**src/rtl/ps2_kbd_pkg.sv**
```systemverilog
// Shared types and constants for the PS/2 set-2 key event decoder and its queue.
package ps2_kbd_pkg;

    localparam logic [7:0]  PS2_PREFIX_EXT   = 8'hE0;
    localparam logic [7:0]  PS2_PREFIX_BRK   = 8'hF0;
    localparam logic [7:0]  PS2_PREFIX_PAUSE = 8'hE1;
    localparam int unsigned PAUSE_SKIP       = 7;
    localparam int unsigned EVENT_W          = 10;

    typedef struct packed {
        logic       brk;
        logic       ext;
        logic [7:0] code;
    } kbd_event_t;

    typedef enum logic [2:0] {
        ST_IDLE,
        ST_EXT,
        ST_BRK,
        ST_EXT_BRK,
        ST_PAUSE
    } dec_state_e;

    function automatic kbd_event_t mk_event(input logic brk, input logic ext,
                                            input logic [7:0] code);
        kbd_event_t ev;
        ev.brk  = brk;
        ev.ext  = ext;
        ev.code = code;
        return ev;
    endfunction

endpackage

```
**src/rtl/kbd_event_fifo.sv**
```systemverilog
// Show-ahead synchronous FIFO; a write while full is accepted only when a pop frees a slot.
module kbd_event_fifo #(
    parameter  int DEPTH = 16,
    parameter  int WIDTH = 10,
    localparam int AW    = $clog2(DEPTH),
    localparam int LW    = AW + 1
) (
    input  logic             clk,
    input  logic             rst_ni,
    input  logic             wr_en_i,
    input  logic [WIDTH-1:0] wr_data_i,
    input  logic             rd_en_i,
    output logic [WIDTH-1:0] rd_data_o,
    output logic [LW-1:0]    level_o,
    output logic             full_o,
    output logic             empty_o
);

    logic [WIDTH-1:0] mem_q [DEPTH];
    logic [AW-1:0]    wr_ptr_q, rd_ptr_q;
    logic [LW-1:0]    level_q;
    logic             push, pop;

    assign full_o    = (level_q == LW'(DEPTH));
    assign empty_o   = (level_q == '0);
    assign pop       = rd_en_i && !empty_o;
    assign push      = wr_en_i && (!full_o || pop);
    assign level_o   = level_q;
    assign rd_data_o = mem_q[rd_ptr_q];

    always_ff @(posedge clk) begin
        if (push) begin
            mem_q[wr_ptr_q] <= wr_data_i;
        end
    end

    // Pointers wrap naturally because DEPTH is a power of two.
    always_ff @(posedge clk or negedge rst_ni) begin
        if (!rst_ni) begin
            wr_ptr_q <= '0;
            rd_ptr_q <= '0;
            level_q  <= '0;
        end else begin
            if (push) begin
                wr_ptr_q <= wr_ptr_q + AW'(1);
            end
            if (pop) begin
                rd_ptr_q <= rd_ptr_q + AW'(1);
            end
            case ({push, pop})
                2'b10:   level_q <= level_q + LW'(1);
                2'b01:   level_q <= level_q - LW'(1);
                default: level_q <= level_q;
            endcase
        end
    end

endmodule

```
**src/rtl/ps2_kbd_event_queue.sv**
```systemverilog
// Folds PS/2 set-2 prefix bytes into key events and queues them for software.
// Define PS2_KBD_TYPEMATIC_FILTER_EN to drop repeated makes of the same key.
module ps2_kbd_event_queue
    import ps2_kbd_pkg::*;
#(
    parameter  int DEPTH     = 16,
    parameter  int ERR_CNT_W = 8,
    localparam int LW        = $clog2(DEPTH) + 1
) (
    input  logic                 clk,
    input  logic                 reset_ni,
    input  logic [7:0]           ps2_code_i,
    input  logic                 ps2_strobe_i,
    input  logic                 ps2_err_i,
    output logic [9:0]           event_o,
    output logic                 event_valid_o,
    input  logic                 event_ready_i,
    output logic [LW-1:0]        level_o,
    output logic                 overflow_o,
    input  logic                 overflow_clr_i,
    output logic [ERR_CNT_W-1:0] err_cnt_o
);

    dec_state_e           state_q, state_d;
    logic [2:0]           skip_q, skip_d;
    logic [ERR_CNT_W-1:0] err_cnt_q, err_cnt_d;
    logic                 overflow_q, overflow_d;
    logic                 emit, filtered, wr_en, pop, drop;
    kbd_event_t           emit_evt;
    logic [EVENT_W-1:0]   head;
    logic                 fifo_full, fifo_empty;

    always_comb begin
        state_d  = state_q;
        skip_d   = skip_q;
        emit     = 1'b0;
        emit_evt = '0;
        if (ps2_err_i) begin
            state_d = ST_IDLE;
            skip_d  = '0;
        end else if (ps2_strobe_i) begin
            case (state_q)
                ST_IDLE: begin
                    if (ps2_code_i == PS2_PREFIX_EXT) begin
                        state_d = ST_EXT;
                    end else if (ps2_code_i == PS2_PREFIX_BRK) begin
                        state_d = ST_BRK;
                    end else if (ps2_code_i == PS2_PREFIX_PAUSE) begin
                        state_d = ST_PAUSE;
                        skip_d  = 3'(PAUSE_SKIP);
                    end else begin
                        emit     = 1'b1;
                        emit_evt = mk_event(1'b0, 1'b0, ps2_code_i);
                    end
                end
                ST_EXT: begin
                    if (ps2_code_i == PS2_PREFIX_BRK) begin
                        state_d = ST_EXT_BRK;
                    end else if (ps2_code_i != PS2_PREFIX_EXT) begin
                        emit     = 1'b1;
                        emit_evt = mk_event(1'b0, 1'b1, ps2_code_i);
                        state_d  = ST_IDLE;
                    end
                end
                ST_BRK: begin
                    emit     = 1'b1;
                    emit_evt = mk_event(1'b1, 1'b0, ps2_code_i);
                    state_d  = ST_IDLE;
                end
                ST_EXT_BRK: begin
                    emit     = 1'b1;
                    emit_evt = mk_event(1'b1, 1'b1, ps2_code_i);
                    state_d  = ST_IDLE;
                end
                ST_PAUSE: begin
                    // The byte that brings the skip count to zero completes the pause sequence.
                    if (skip_q <= 3'd1) begin
                        skip_d   = '0;
                        emit     = 1'b1;
                        emit_evt = mk_event(1'b0, 1'b1, PS2_PREFIX_PAUSE);
                        state_d  = ST_IDLE;
                    end else begin
                        skip_d = skip_q - 3'd1;
                    end
                end
                default: begin
                    state_d = ST_IDLE;
                    skip_d  = '0;
                end
            endcase
        end
    end

`ifdef PS2_KBD_TYPEMATIC_FILTER_EN
    logic [8:0] last_make_q;
    logic       last_valid_q;
    logic       pause_emit;

    assign pause_emit = (state_q == ST_PAUSE);
    assign filtered   = emit && !emit_evt.brk && !pause_emit && last_valid_q &&
                        (last_make_q == {emit_evt.ext, emit_evt.code});

    always_ff @(posedge clk or negedge reset_ni) begin
        if (!reset_ni) begin
            last_make_q  <= '0;
            last_valid_q <= 1'b0;
        end else if (ps2_err_i || (emit && emit_evt.brk)) begin
            last_valid_q <= 1'b0;
        end else if (emit && !pause_emit) begin
            last_make_q  <= {emit_evt.ext, emit_evt.code};
            last_valid_q <= 1'b1;
        end
    end
`else
    assign filtered = 1'b0;
`endif

    assign wr_en = emit && !filtered;
    assign pop   = event_valid_o && event_ready_i;
    assign drop  = wr_en && fifo_full && !pop;

    // A drop in the same cycle as a clear leaves the flag set.
    always_comb begin
        overflow_d = overflow_q;
        if (drop) begin
            overflow_d = 1'b1;
        end else if (overflow_clr_i) begin
            overflow_d = 1'b0;
        end
        err_cnt_d = err_cnt_q;
        if (ps2_err_i && (err_cnt_q != '1)) begin
            err_cnt_d = err_cnt_q + {{(ERR_CNT_W-1){1'b0}}, 1'b1};
        end
    end

    always_ff @(posedge clk or negedge reset_ni) begin
        if (!reset_ni) begin
            state_q    <= ST_IDLE;
            skip_q     <= '0;
            err_cnt_q  <= '0;
            overflow_q <= 1'b0;
        end else begin
            state_q    <= state_d;
            skip_q     <= skip_d;
            err_cnt_q  <= err_cnt_d;
            overflow_q <= overflow_d;
        end
    end

    kbd_event_fifo #(
        .DEPTH (DEPTH),
        .WIDTH (EVENT_W)
    ) u_fifo (
        .clk       (clk),
        .rst_ni    (reset_ni),
        .wr_en_i   (wr_en),
        .wr_data_i (emit_evt),
        .rd_en_i   (event_ready_i),
        .rd_data_o (head),
        .level_o   (level_o),
        .full_o    (fifo_full),
        .empty_o   (fifo_empty)
    );

    assign event_valid_o = !fifo_empty;
    assign event_o       = fifo_empty ? '0 : head;
    assign overflow_o    = overflow_q;
    assign err_cnt_o     = err_cnt_q;

endmodule

```
**config.mk**
```make
export PLATFORM = sky130hd
export DESIGN_NAME = ps2_kbd_event_queue
export DESIGN_NICKNAME = d
export VERILOG_FILES = /design/src/rtl/ps2_kbd_pkg.sv /design/src/rtl/kbd_event_fifo.sv /design/src/rtl/ps2_kbd_event_queue.sv
export SDC_FILE = /design/constraint.sdc
export NUM_CORES = 1
export LEC_CHECK = 0
export ABC_AREA = 1
export CAP_MARGIN = 40
export CORE_AREA = 2 2 138 140
export DETAILED_ROUTE_END_ITERATION = 6
export DIE_AREA = 0 0 140 142
export SLEW_MARGIN = 40
export SYNTH_ARGS = -nofsm -noshare
export SYNTH_HDL_FRONTEND = slang
export SYNTH_SLANG_ARGS = --single-unit
```
**constraint.sdc**
```tcl
create_clock -name clk -period 3.6 [get_ports clk]
set_input_delay 0.72 -clock clk [delete_from_list [all_inputs] [get_ports clk]]
set_output_delay 0.72 -clock clk [all_outputs]
set_load 0.01 [all_outputs]
```
==> results of run 1 <==
## cell usage after synthesis, types with 6 or more instances
library cell    n
a21oi_1        19
clkbuf_1       28
dfrtp_1        28
edfxtp_1      160
ha_1            9
inv_1          34
inv_2           6
nand2_1        47
nand2_2         8
nand3_1        25
nor2_1        130
o21ai_0       100
o221ai_1       28
o22ai_1        13
xor2_1         10
## stage by stage
step	util (%)	std cells	total power [mW]	setup slack [ps]
6_report	52.54	1008	7.788	183.0
4_1_cts	52.29	1007	7.747	131.8
5_1_grt	52.54	1008	8.264	8.883
3_5_place_dp	49.03	975	5.846	428.6
3_3_place_gp	49.00	975	5.776	441.5
2_1_floorplan	-	693	4.646	1007
## registers in the layout, indices dropped and copies added, names as in the netlist
signal,flops
u_fifo.mem_q,160
state_q,3
skip_q,3
u_fifo.rd_ptr_q,4
overflow_o,1
u_fifo.wr_ptr_q,4
err_cnt_o,8
u_fifo.level_o,5
## metal layers
metal | global-route usage, % | wire, um | vias to the layer above | part of all wire [%]
met5 | 0 | 0 | - | 0
met4 | 8.028 | 444 | 0 | 2.3
met3 | 4.509 | 1311 | 32 | 6.7
met2 | 32.69 | 9331 | 206 | 47
met1 | 26.94 | 8564 | 2752 | 44
li1 | - | - | 2627 | -
## critical path: cells and delay by family (launching register included)
kind / cells / cell delay, ps
flip-flops: 1 / 430
AO/OA/AOI/OAI: 4 / 610
buffers and inverters: 3 / 950
AND/OR/NAND/NOR: 2 / 230
## area by class of cell
| type | instances | area share [%] |
|---|---|---|
| clock buffers | 17 | 4.388 |
| clock inverters | 15 | 1.820 |
| inverters | 41 | 1.626 |
| multi-input cells | 431 | 24.34 |
| flip-flops and latches | 188 | 56.79 |
| well taps | 234 | 3.020 |
| repair buffers | 82 | 8.014 |
## power by group
group / switching, mW / leakage (nW) / internal (mW)
registers: 0.180 / 1.82 / 2.61
clock network: 0.862 / 0.298 / 1.05
logic: 1.89 / 1.39 / 1.19
total: 2.93 / 3.51 / 4.85
## cell families after synthesis
logic type | Yosys count
compound gates | 173
xor+xnor | 14
fa+ha+maj | 10
buf+inv | 74
flops | 188
simple gates | 234
## how the worst max path moves through the flow
| stage | start | slack [ps] | to |
|---|---|---|---|
| final | u_fifo.rd_ptr_q[0] | 180 | event_o[4] |
| after global routing | u_fifo.rd_ptr_q[1] | 9 | event_o[1] |
| after CTS | u_fifo.rd_ptr_q[1] | 130 | event_o[1] |
| after detailed placement | ps2_code_i[4] | 430 | u_fifo.mem_q[0][6] |
| after global placement | ps2_code_i[4] | 440 | u_fifo.mem_q[0][6] |
| after floorplan | ps2_err_i | 1010 | u_fifo.mem_q[11][0] |
==> reports/metrics.yaml, run 1 <==
critical_path:
  start_kind: "register"
  arrival_ps: 2700
  timing.rr.end: "u_fifo.mem_q[0][8]"
  crit_top_cell: "o21ai_0"
  crit_chain: "inv_2, buf_16, o21ai_0, o22ai_1, nor2_1, nor2_2, o21ai_0, a21oi_1, clkdlybuf4s50_1"
  reg2reg_slack_ps: 1070
  slowest_stage: "clkdlybuf4s50_1"
  worst-endpoint-required_ps: 2880
  cp_max_fo: 40
  cpPeakStageDelay_ps: 560
  reg2reg_from: "skip_q[1]"
  rr_worst_depth: 12
  critPathKind: "reg -> out"
  endpoint_kind: "output pin"
synth:
  synth_top_family_by_area: "simple AND/OR/NAND/NOR gates"
  ys_seq_area_share_pct: 67.66
  synthTopCellsByArea: "edfxtp_1 59%, dfrtp_1 8.6%, o21ai_0 6.2%"
  synth_enable_flop_cells: 160
  synth-seq-cells: 188
  ys_warn_count: 0
  synth_top_area_cell: "edfxtp_1"
  synthArstFlopShare_pct: 14.89
  yosysTopAreaCellShare_pct: 59.05
  synthSimpleGateAreaFrac_pct: 13.06
  netlist_instances: 693
  synth_adder_area_share_pct: 1.630
  synth-compound-area-share_pct: 12.69
  synthXorXnorAreaFrac_pct: 1.507
  syn_area_sq_um: 8137
  syn-num-nets: 717
  synth_cell_types: 40
  synth_ff_type: "edfxtp_1"
  avgSynthCellArea_sq_um: 11.74
  synthMuxAreaShare_pct: 0
cells_and_area:
  final_common_cell: "edfxtp_1"
  multi_input_area_sq_um: 2360
  layout_common_cells: "160 x edfxtp_1, 126 x nor2_1, 100 x o21ai_0"
  nets: 785
  area_growth_pct: 19.16
  seq_area_sq_um: 5507
  n_fill_cell: 1578
  drive_gt1_share_pct: 14.86
  antenna_cells: 0
  final_area_sq_um: 9696
timing:
  finalSetupTns_ps: 0
  period_share_pct: 94.92
  maxSlewViolCount: 0
  final_hold_viol_count: 0
  fin_skew_ps: 9.889
  rsz0062_at_grt: "false"
  tightest_slew_ps: 693.0
  period_needed_ps: 3417
  slew_headroom_pct: 53.31
  holdWs_ps: 491.6
  setup_viol: 0
  max_freq_ghz: 0.2927
power:
  power_density_nw_per_um2: 803.3
  p_leak_nw: 3.512
  ir_drop_mv: 0.4806
global_routing:
  grt_start_max_net_pins: 83
  grt_pass1_vias: 5474
  overflow: 0
  antenna_found_initial: 0
  grt_usage_pct: 20.24
  grt_pass1_wl_um: 30340
die:
  core.rowCount: 50
  core_sq_um: 18460
  num_io_pins: 39
  start_util_pct: 44.09
  dieWidth_um: 140
  die_h_um: 142
  die_area_sq_um: 19880
routing:
  dr.pass1.iters: 7
  drc: 2
  drtIter0Drc: 529
  num_vias: 5617
  vias_per_cell: 5.572
  wire_per_inst_um: 19.50
  antenna_left: 0
  drt_wl_total_um: 19650
clock_tree:
  clockBufferDepth: 2
  cts_tree: "built"
  root_buffer: "clkbuf_16"
  ctsHoldBuffers: 0
  insertion_delay_ps: 440
  clkSlewWorstSetupHoldPaths_ps: 70
  cts_max_level: 4
  clock-sinks: 188
  cts_buffers: 17
  ctsResizeCount: 0
  postCtsSetupBuffers: 0
job:
  drv_cap: 0
run_status:
  status: "complete, but fails checks"
  violations: "design-rule violations"
min_path:
  whs_path_depth: 1
  hp-start: "err_cnt_o[7]"
  hold_end: "err_cnt_o[7]"
  min_path_type: "reg -> reg"
placed_design:
  port_buffers: 38
  dpl.hpwl_um: 12120
  place_area_sq_um: 9049
  gp_congestion: 0.8900
(Power assumes the default switching activity.)
==> run 2, diff against run 1 <==
Settings changed: SETUP_SLACK_MARGIN from default to 0.2.
==> run 2 against run 1 <==
The run still ends with design-rule violations left. Routed wire length rose by 2.2%. Via count grew 1.0%. Power up 1.8%. Sequential power hardly changed. Final cell count increased by 0.40%.
==> reports/metrics.yaml, run 2 (synthesis gave the netlist of run 1 again) <==
clock_tree:
  clock-sinks: 188
  insertion_delay_ps: 430
  cts_buffers: 17
  cts_tree: "built"
  root_buffer: "clkbuf_16"
  ctsHoldBuffers: 0
  clockBufferDepth: 2
  cts_max_level: 4
  clkSlewWorstSetupHoldPaths_ps: 70
routing:
  dr.pass1.iters: 7
  num_vias: 5674
  drc: 2
  antenna_left: 0
  drt_wl_total_um: 20090
  vias_per_cell: 5.607
  drtIter0Drc: 486
  wire_per_inst_um: 19.85
critical_path:
  cp-startpoint: "u_fifo.rd_ptr_q[1]"
  worst-endpoint-required_ps: 2880
  slowest_stage: "clkdlybuf4s50_1"
  crit_end: "event_o[6]"
  critPathKind: "reg -> out"
  start_kind: "register"
  crit_chain: "clkinvlp_4, buf_12, o21ai_0, o221ai_1, nand3_1, a21oi_1, clkdlybuf4s50_1"
  timing.rr.end: "u_fifo.mem_q[0][8]"
  reg2reg_slack_ps: 1060
  arrival_ps: 2570
  rr_worst_depth: 12
  endpoint_kind: "output pin"
  reg2reg_from: "skip_q[1]"
  cpPeakStageDelay_ps: 570
  cp_max_fo: 26
timing:
  final_hold_viol_count: 0
  layout_setup_ws_ps: 313.3
  maxSlewViolCount: 0
  setup_viol: 0
  fin_skew_ps: 8.108
  tightest_slew_ps: 696.4
  period_needed_ps: 3287
  holdWs_ps: 491.6
  period_share_pct: 91.30
  max_freq_ghz: 0.3043
  slew_headroom_pct: 53.52
  finalSetupTns_ps: 0
  rsz0062_at_grt: "true"
cells_and_area:
  nets: 789
  regMostFlops: "u_fifo.mem_q"
  antenna_cells: 0
  final_cells: 1012
  largest_reg_flops: 160
  final_util_pct: 53.03
  final_area_sq_um: 9787
  seq_area_sq_um: 5508
  final_common_cell: "edfxtp_1"
  n_fill_cell: 1571
  area_growth_pct: 20.28
  multi_input_area_sq_um: 2366
  layout_common_cells: "160 x edfxtp_1, 126 x nor2_1, 99 x o21ai_0"
  drive_gt1_share_pct: 15.55
placed_design:
  dpl.hpwl_um: 12120
  port_buffers: 38
  dp_worst_setup_slack_ps: 428.6
  gp_congestion: 0.8900
  place_area_sq_um: 9049
  dp.cells: 975
global_routing:
  grt_usage_pct: 20.46
  grt_start_max_net_pins: 83
  antenna_found_initial: 0
  overflow: 0
  grt_pass1_wl_um: 30620
  grt_pass1_vias: 5487
run_status:
  violations: "design-rule violations"
  status: "complete, but fails checks"
die:
  core.rowCount: 50
  start_util_pct: 44.09
  die_area_sq_um: 19880
  core_sq_um: 18460
  dieWidth_um: 140
  die_h_um: 142
  num_io_pins: 39
power:
  p_total_mw: 7.925
  ir_drop_mv: 0.4833
  p_leak_nw: 3.564
  power_density_nw_per_um2: 809.7
job:
  drv_cap: 0
min_path:
  min_path_type: "reg -> reg"
run 2: report_power, final:
| part | leakage [nW] | internal, mW | switching [mW] | total, mW |
|---|---|---|---|---|
| combinational | 1.44 | 1.28 | 1.93 | 3.22 |
| sequential | 1.82 | 2.61 | 0.192 | 2.81 |
| clock | 0.298 | 1.05 | 0.854 | 1.90 |
run 2: layout make-up:
type | instances | share of cell area, %
clock buffers | 17 | 4.347
clock inverters | 15 | 1.803
inverters | 41 | 1.636
multi-input cells | 431 | 24.18
flip-flops and latches | 188 | 56.28
well taps | 234 | 2.992
repair buffers | 85 | 8.719
repair inverters | 1 | 0.05114
run 2: what timing repair did:
item | in CTS | in global routing
pin swaps | 0 | 1
gates resized for setup | 2 | 10
setup endpoints to repair | 3 | 9
buffers inserted | 0 | 1
cloned | 1 | 3
hold endpoints to repair | 0 | 0
run 2: how the worst min path moves through the flow:
stage | cells past startpoint | start | end | slack (ps)
2_1_floorplan | 0 | reset_ni | err_cnt_o[0] | 420
3_3_place_gp | 1 | err_cnt_o[7] | err_cnt_o[7] | 480
3_5_place_dp | 1 | err_cnt_o[7] | err_cnt_o[7] | 480
5_1_grt | 1 | err_cnt_o[7] | err_cnt_o[7] | 540
4_1_cts | 1 | err_cnt_o[7] | err_cnt_o[7] | 500
6_report | 1 | err_cnt_o[7] | err_cnt_o[7] | 490
run 2: critical path: cells and delay by family (launching register included):
family          cells  cell delay, ps
flops               1             460
simple gates        1             190
buf+inv             3             950
compound gates      3             540
run 2: per-layer routing:
layer | vias up | wire [um] | global-route usage [%]
met5 | - | 0 | 0
met1 | 2784 | 8572 | 26.91
li1 | 2637 | - | -
met2 | 215 | 9602 | 33.45
met4 | 0 | 512 | 8.081
met3 | 38 | 1398 | 4.509
